--- config.mk ---
export PLATFORM = sky130hd
export DESIGN_NAME = sync_sp_ram_arb
export DESIGN_NICKNAME = d
export VERILOG_FILES = /design/src/rtl/sync_sp_ram_arb.sv
export SDC_FILE = /design/constraint.sdc
export NUM_CORES = 1
export LEC_CHECK = 0
export BUFFER_PORTS_ARGS = -buffer_cell sky130_fd_sc_hd__clkbuf_2
export CAP_MARGIN = 30
export CORE_ASPECT_RATIO = 2
export CORE_MARGIN = 5
export CORE_UTILIZATION = 24
export DETAILED_ROUTE_END_ITERATION = 10
export PLACE_DENSITY = 0.77
export SLEW_MARGIN = 20
export SYNTH_ARGS = -nofsm -noshare
export SYNTH_HDL_FRONTEND = slang
export SYNTH_SLANG_ARGS = --single-unit
export TNS_END_PERCENT = 1
--- constraint.sdc ---
create_clock -name Clk_CI -period 1.23 [get_ports Clk_CI]
set_clock_uncertainty 0.15 [all_clocks]
set_input_delay 0.123 -clock Clk_CI [delete_from_list [all_inputs] [get_ports Clk_CI]]
set_output_delay 0.123 -clock Clk_CI [all_outputs]
set_load 0.05 [all_outputs]
--- src/rtl/sync_sp_ram_arb.sv ---
// sync_sp_ram_arb: arbiter and sequencer sharing one synchronous single-port RAM between NUM_PORTS requesters.
//   Clk_CI, Rst_RI (async, active-high)
//   Req_SI/Gnt_SO/WrEn_SI/Addr_DI/WrData_DI : per-port request side, grant means issued this cycle
//   RValid_SO/RdData_DO                     : per-port response valid, shared read data, RAM_LAT after grant
//   RamCSel_SO/RamWrEn_SO/RamAddr_DO/RamWrData_DO/RamRdData_DI : single-port RAM side
//   Define SP_RAM_ARB_FIXED_PRIO_EN for fixed lowest-index-wins priority instead of round-robin.
module sync_sp_ram_arb #(
  parameter int NUM_PORTS  = 2,
  parameter int ADDR_WIDTH = 10,
  parameter int DATA_WIDTH = 32,
  parameter int OUT_REGS   = 0
) (
  input  logic                                 Clk_CI,
  input  logic                                 Rst_RI,
  input  logic [NUM_PORTS-1:0]                 Req_SI,
  output logic [NUM_PORTS-1:0]                 Gnt_SO,
  input  logic [NUM_PORTS-1:0]                 WrEn_SI,
  input  logic [NUM_PORTS-1:0][ADDR_WIDTH-1:0] Addr_DI,
  input  logic [NUM_PORTS-1:0][DATA_WIDTH-1:0] WrData_DI,
  output logic [NUM_PORTS-1:0]                 RValid_SO,
  output logic [DATA_WIDTH-1:0]                RdData_DO,
  output logic                                 RamCSel_SO,
  output logic                                 RamWrEn_SO,
  output logic [ADDR_WIDTH-1:0]                RamAddr_DO,
  output logic [DATA_WIDTH-1:0]                RamWrData_DO,
  input  logic [DATA_WIDTH-1:0]                RamRdData_DI
);
  localparam int RAM_LAT = 1 + ((OUT_REGS > 0) ? 1 : 0);
  localparam int PW = $clog2(NUM_PORTS);
  logic [NUM_PORTS-1:0] req;
  logic [PW-1:0] Ptr_SP, gnt_id, idx;
  logic gnt_v;
  logic [RAM_LAT-1:0] pipe_v, pipe_we;
  logic [RAM_LAT-1:0][PW-1:0] pipe_id;
  // reset gates arbitration so nothing reaches the RAM while held in reset
  assign req = Rst_RI ? '0 : Req_SI;
`ifdef SP_RAM_ARB_FIXED_PRIO_EN
  assign Ptr_SP = '0;
`else
  always_ff @(posedge Clk_CI or posedge Rst_RI)
    if (Rst_RI) Ptr_SP <= '0;
    else if (gnt_v) Ptr_SP <= (gnt_id == PW'(NUM_PORTS - 1)) ? '0 : gnt_id + 1'b1;
`endif
  // first requester found scanning upward from the pointer, wrapping modulo NUM_PORTS
  always_comb begin
    gnt_v = 1'b0;
    gnt_id = '0;
    idx = '0;
    for (int k = 0; k < NUM_PORTS; k++) begin
      idx = PW'((int'(Ptr_SP) + k) % NUM_PORTS);
      if (!gnt_v && req[idx]) begin
        gnt_v = 1'b1;
        gnt_id = idx;
      end
    end
  end
  assign Gnt_SO       = gnt_v ? (NUM_PORTS'(1) << gnt_id) : '0;
  assign RamCSel_SO   = |req;
  assign RamWrEn_SO   = gnt_v ? WrEn_SI[gnt_id] : 1'b0;
  assign RamAddr_DO   = gnt_v ? Addr_DI[gnt_id] : '0;
  assign RamWrData_DO = gnt_v ? WrData_DI[gnt_id] : '0;
  // response pipeline tracks each issued access for exactly RAM_LAT cycles
  always_ff @(posedge Clk_CI or posedge Rst_RI)
    if (Rst_RI) begin
      pipe_v  <= '0;
      pipe_we <= '0;
      pipe_id <= '0;
    end else begin
      for (int s = RAM_LAT - 1; s > 0; s--) begin
        pipe_v[s]  <= pipe_v[s-1];
        pipe_we[s] <= pipe_we[s-1];
        pipe_id[s] <= pipe_id[s-1];
      end
      pipe_v[0]  <= gnt_v;
      pipe_we[0] <= gnt_v & WrEn_SI[gnt_id];
      pipe_id[0] <= gnt_id;
    end
  assign RValid_SO = pipe_v[RAM_LAT-1] ? (NUM_PORTS'(1) << pipe_id[RAM_LAT-1]) : '0;
  assign RdData_DO = (pipe_v[RAM_LAT-1] && !pipe_we[RAM_LAT-1]) ? RamRdData_DI : '0;
endmodule
==> impl_metrics.csv <==
group,metric,value,unit
worst_setup_path,r2r_start,"Ptr_SP",
detailed_routing,vias,2248,
global_routing,grt_pass1_vias,2403,
logic_synthesis,synth_cell_types,18,
timing,min_period,1820,ps
global_routing,use_met2,49.9,%
global_routing,antenna_found_initial,0,
logic_synthesis,avgSynthCellArea,7.02,um^2
detailed_routing,via_per_inst,5.31,
die,die_y,106,um
timing,tns,-32730,ps
logic_synthesis,yosysMostFrequentCell,"nor2_1",
place,placed_cells,411,
timing,slew_viol_final,0,
timing,rsz0062_at_grt,"yes",
worst_setup_path,cp_top_family,"flip-flops",
power_and_ir_drop,switching_power,0.00152,W
detailed_routing,routed_wirelength,9320,um
worst_setup_path,cp_common_cell,"buf_12",
detailed_routing,postRouteAntennaNets,0,
power_and_ir_drop,vdd.ir_drop.worst,0.787,mV
power_and_ir_drop,power_density,732,mW/mm^2
final_layout,drive_gt1_share,91.8,%
final_layout,areaGrowthSynthToFinish,267,%
logic_synthesis,netlist_area,0.00112,mm^2
worst_hold_path,holdCritStartpoint,"WrEn_SI[0]",
global_routing,grt_max_degree,30,
logic_synthesis,ys_seq_area_share,8.97,%
die,io_pins,202,
final_layout,diodes,0,
place,portBuffers,201,
logic_synthesis,yosys-top-cells-area,"a32oi_1, and2_1, nor2_1",
final_layout,regArea,100,um^2
logic_synthesis,async_flop_share,100,%
final_layout,final_cells,423,
global_routing,busiest_layer,"met2",
worst_setup_path,r2r_cells,4,
clocking,clock_latency,220,ps
worst_setup_path,critPathMaxStageDelay,410,ps
logic_synthesis,synthFlopType,"dfrtp_1",
worst_setup_path,path_max_fanout,16,
final_layout,fin_nets,492,
logic_synthesis,synth_top_area_share,33.7,%
power_and_ir_drop,pwr-share-comb,85.3,%
worst_setup_path,ff2ff_setup_slack,-160,ps
logic_synthesis,synth.top_cells.by_count,"nor2_1, a32oi_1, and2_1",
worst_setup_path,timing.rr.end,"pipe_we",
global_routing,grt_usage,25.2,%
global_routing,overflow,0,
final_layout,final_util,89.8,%
clocking,clock_sinks,4,
logic_synthesis,synth_top_area_cell,"a32oi_1",
worst_setup_path,critPathRequiredTime,960,ps
clocking,cts-htree-levels,1,
worst_hold_path,worstHoldPathCells,3,
power_and_ir_drop,p_total,0.00300,W
timing,setup_viol,80,
final_layout,final_area,0.00409,mm^2
detailed_routing,drt-initial-drc-count,81,
clocking,cts_buffers,3,
worst_setup_path,path_buf_inv,2,
global_routing,use_met1,23.9,%
worst_setup_path,startpoint_type,"register",
timing,hold_viol,0,
worst_setup_path,crit_chain,"nand2b_4 -> buf_12 -> a32oi_2 -> nor2_4 -> buf_12",
clocking,cts.reportedPaths.clkPinSlew,30,ps
detailed_routing,drc,0,
timing,relSlewSlack,66.4,%
timing,fin_crit_sh,148,%
outcome,status,"complete, but fails checks",
power_and_ir_drop,power.leakage,1.76,nW
power_and_ir_drop,p_int,0.00148,W
worst_setup_path,critical_path_class,"reg2out",
power_and_ir_drop,p_clk_share,9.5,%
place,gp_congestion,0.768,
logic_synthesis,syn-num-nets,281,
worst_hold_path,min_to,"pipe_we",
flow_run,maxCapViolations,0,
final_layout,multiInputGateArea,0.00167,mm^2
global_routing,met3_usage,7.41,%
worst_setup_path,worstSetupEndpointType,"primary output",
timing,setup_slack,-590,ps
power_and_ir_drop,p_seq_share,5.3,%
place,dpl.hpwl,5590,um
timing,worst_pin_slew,504,ps
power_and_ir_drop,p_sw_share,50.6,%
clocking,cts_tree,"done",
worst_hold_path,hp-class,"in2reg",
detailed_routing,post_drt_wl_per_cell,22.0,um
worst_setup_path,critPathSlowestCell,"dfrtp_1",
place,placed_cell_area,0.00291,mm^2
logic_synthesis,ys_seq_elements,4,
die,core-area,0.00455,mm^2
logic_synthesis,synth_cells,159,
outcome,violations,"negative setup slack",
die,start_util,24.5,%
die,die_w,58.2,um
timing,fmax,550,MHz
final_layout,fill_cells,196,
clocking,clockRootBuffer,"clkbuf_8",
clocking,clock_path_buffers,2,
die,die_area,0.00620,mm^2
detailed_routing,firstDrtPassIters,4,
logic_synthesis,yosys_warnings,0,
die,rows,35,
worst_setup_path,critPathArrivalTime,1550,ps
logic_synthesis,synth_edf_count,0,
global_routing,grt_first_pass_wirelength,12300,um
[worst min-delay path: stages]
cell,delay [ps]
clkbuf_2,90
a32oi_2,60
nor2_4,100
[what timing repair did]
action,4_1_cts,5_1_grt
pin swaps,16,9
endpoints found under the hold margin,4,0
resized for setup,143,96
gates cloned,0,5
hold buffers,1,0
buffers inserted,0,3
endpoints found under the setup margin,82,82
[power groups by stage]
stage | clock (W) | sequential, W | combinational [W]
after global placement | 0 | 0.000157 | 0.00181
after global routing | 0.000294 | 0.000160 | 0.00265
after floorplan | 0 | 0.000159 | 0.00122
final | 0.000283 | 0.000158 | 0.00255
after detailed placement | 0 | 0.000157 | 0.00185
after CTS | 0.000271 | 0.000158 | 0.00218
[per-layer routing]
metal,part of all wire (%),vias up
met1,29,1061
met4,2.4,0
met3,8.8,24
met2,59,138
li1,-,1025
met5,0,-
[logic make-up (layout without fill, tap and decap cells)]
kind of cell	count (synthesis)	after routing	synth area share (%)
buf+inv	23	232	17.0
flops	4	4	8.97
simple gates	85	85	37.1
compound gates	47	47	36.9
[layout make-up]
| type | instances | share of cell area (%) |
|---|---|---|
| Timing Repair Buffer | 228 | 53.9 |
| Multi-Input combinational cell | 132 | 40.9 |
| Tap cell | 55 | 1.68 |
| Inverter | 1 | 0.0917 |
| Sequential cell | 4 | 2.45 |
| Clock buffer | 3 | 1.01 |
[registers in the layout, summed over array words and instances (netlist names)]
name / flops
pipe_id: 1
Ptr_SP: 1
pipe_v: 1
pipe_we: 1
[cells in the final DEF, fill, tap and decap left out, types with 9 or more instances in the layout]
| master | Yosys | final |
|---|---|---|
| a32oi_4 | 0 | 13 |
| nor2_4 | 0 | 41 |
| clkbuf_2 | 0 | 120 |
| and2_4 | 0 | 18 |
| buf_12 | 0 | 36 |
| buf_4 | 2 | 15 |
| buf_8 | 5 | 9 |
| clkbuf_8 | 2 | 19 |
| a32oi_2 | 0 | 28 |
| and2_1 | 33 | 15 |
| buf_6 | 2 | 27 |
[metrics by stage]
stage                     worst slack, ps  hold WS, ps
after detailed placement             -469          141
after floorplan                      -296        -16.6
after global placement               -414          127
after global routing                 -624         77.6
after CTS                            -556         50.1
final                                -590         52.5
[worst max path at each step]
stage / startpoint / endpoint / slack [ps] / cells after the start
after floorplan: Ptr_SP / RamAddr_DO[2] / -300 / 5
after global placement: Ptr_SP / RamWrData_DO[6] / -410 / 5
after detailed placement: Ptr_SP / RamAddr_DO[7] / -470 / 5
after CTS: Ptr_SP / RamWrEn_SO / -560 / 5
after global routing: Ptr_SP / RamAddr_DO[6] / -620 / 5
final: Ptr_SP / RamAddr_DO[6] / -590 / 5
Note: power is estimated with default switching activity, not from simulation.
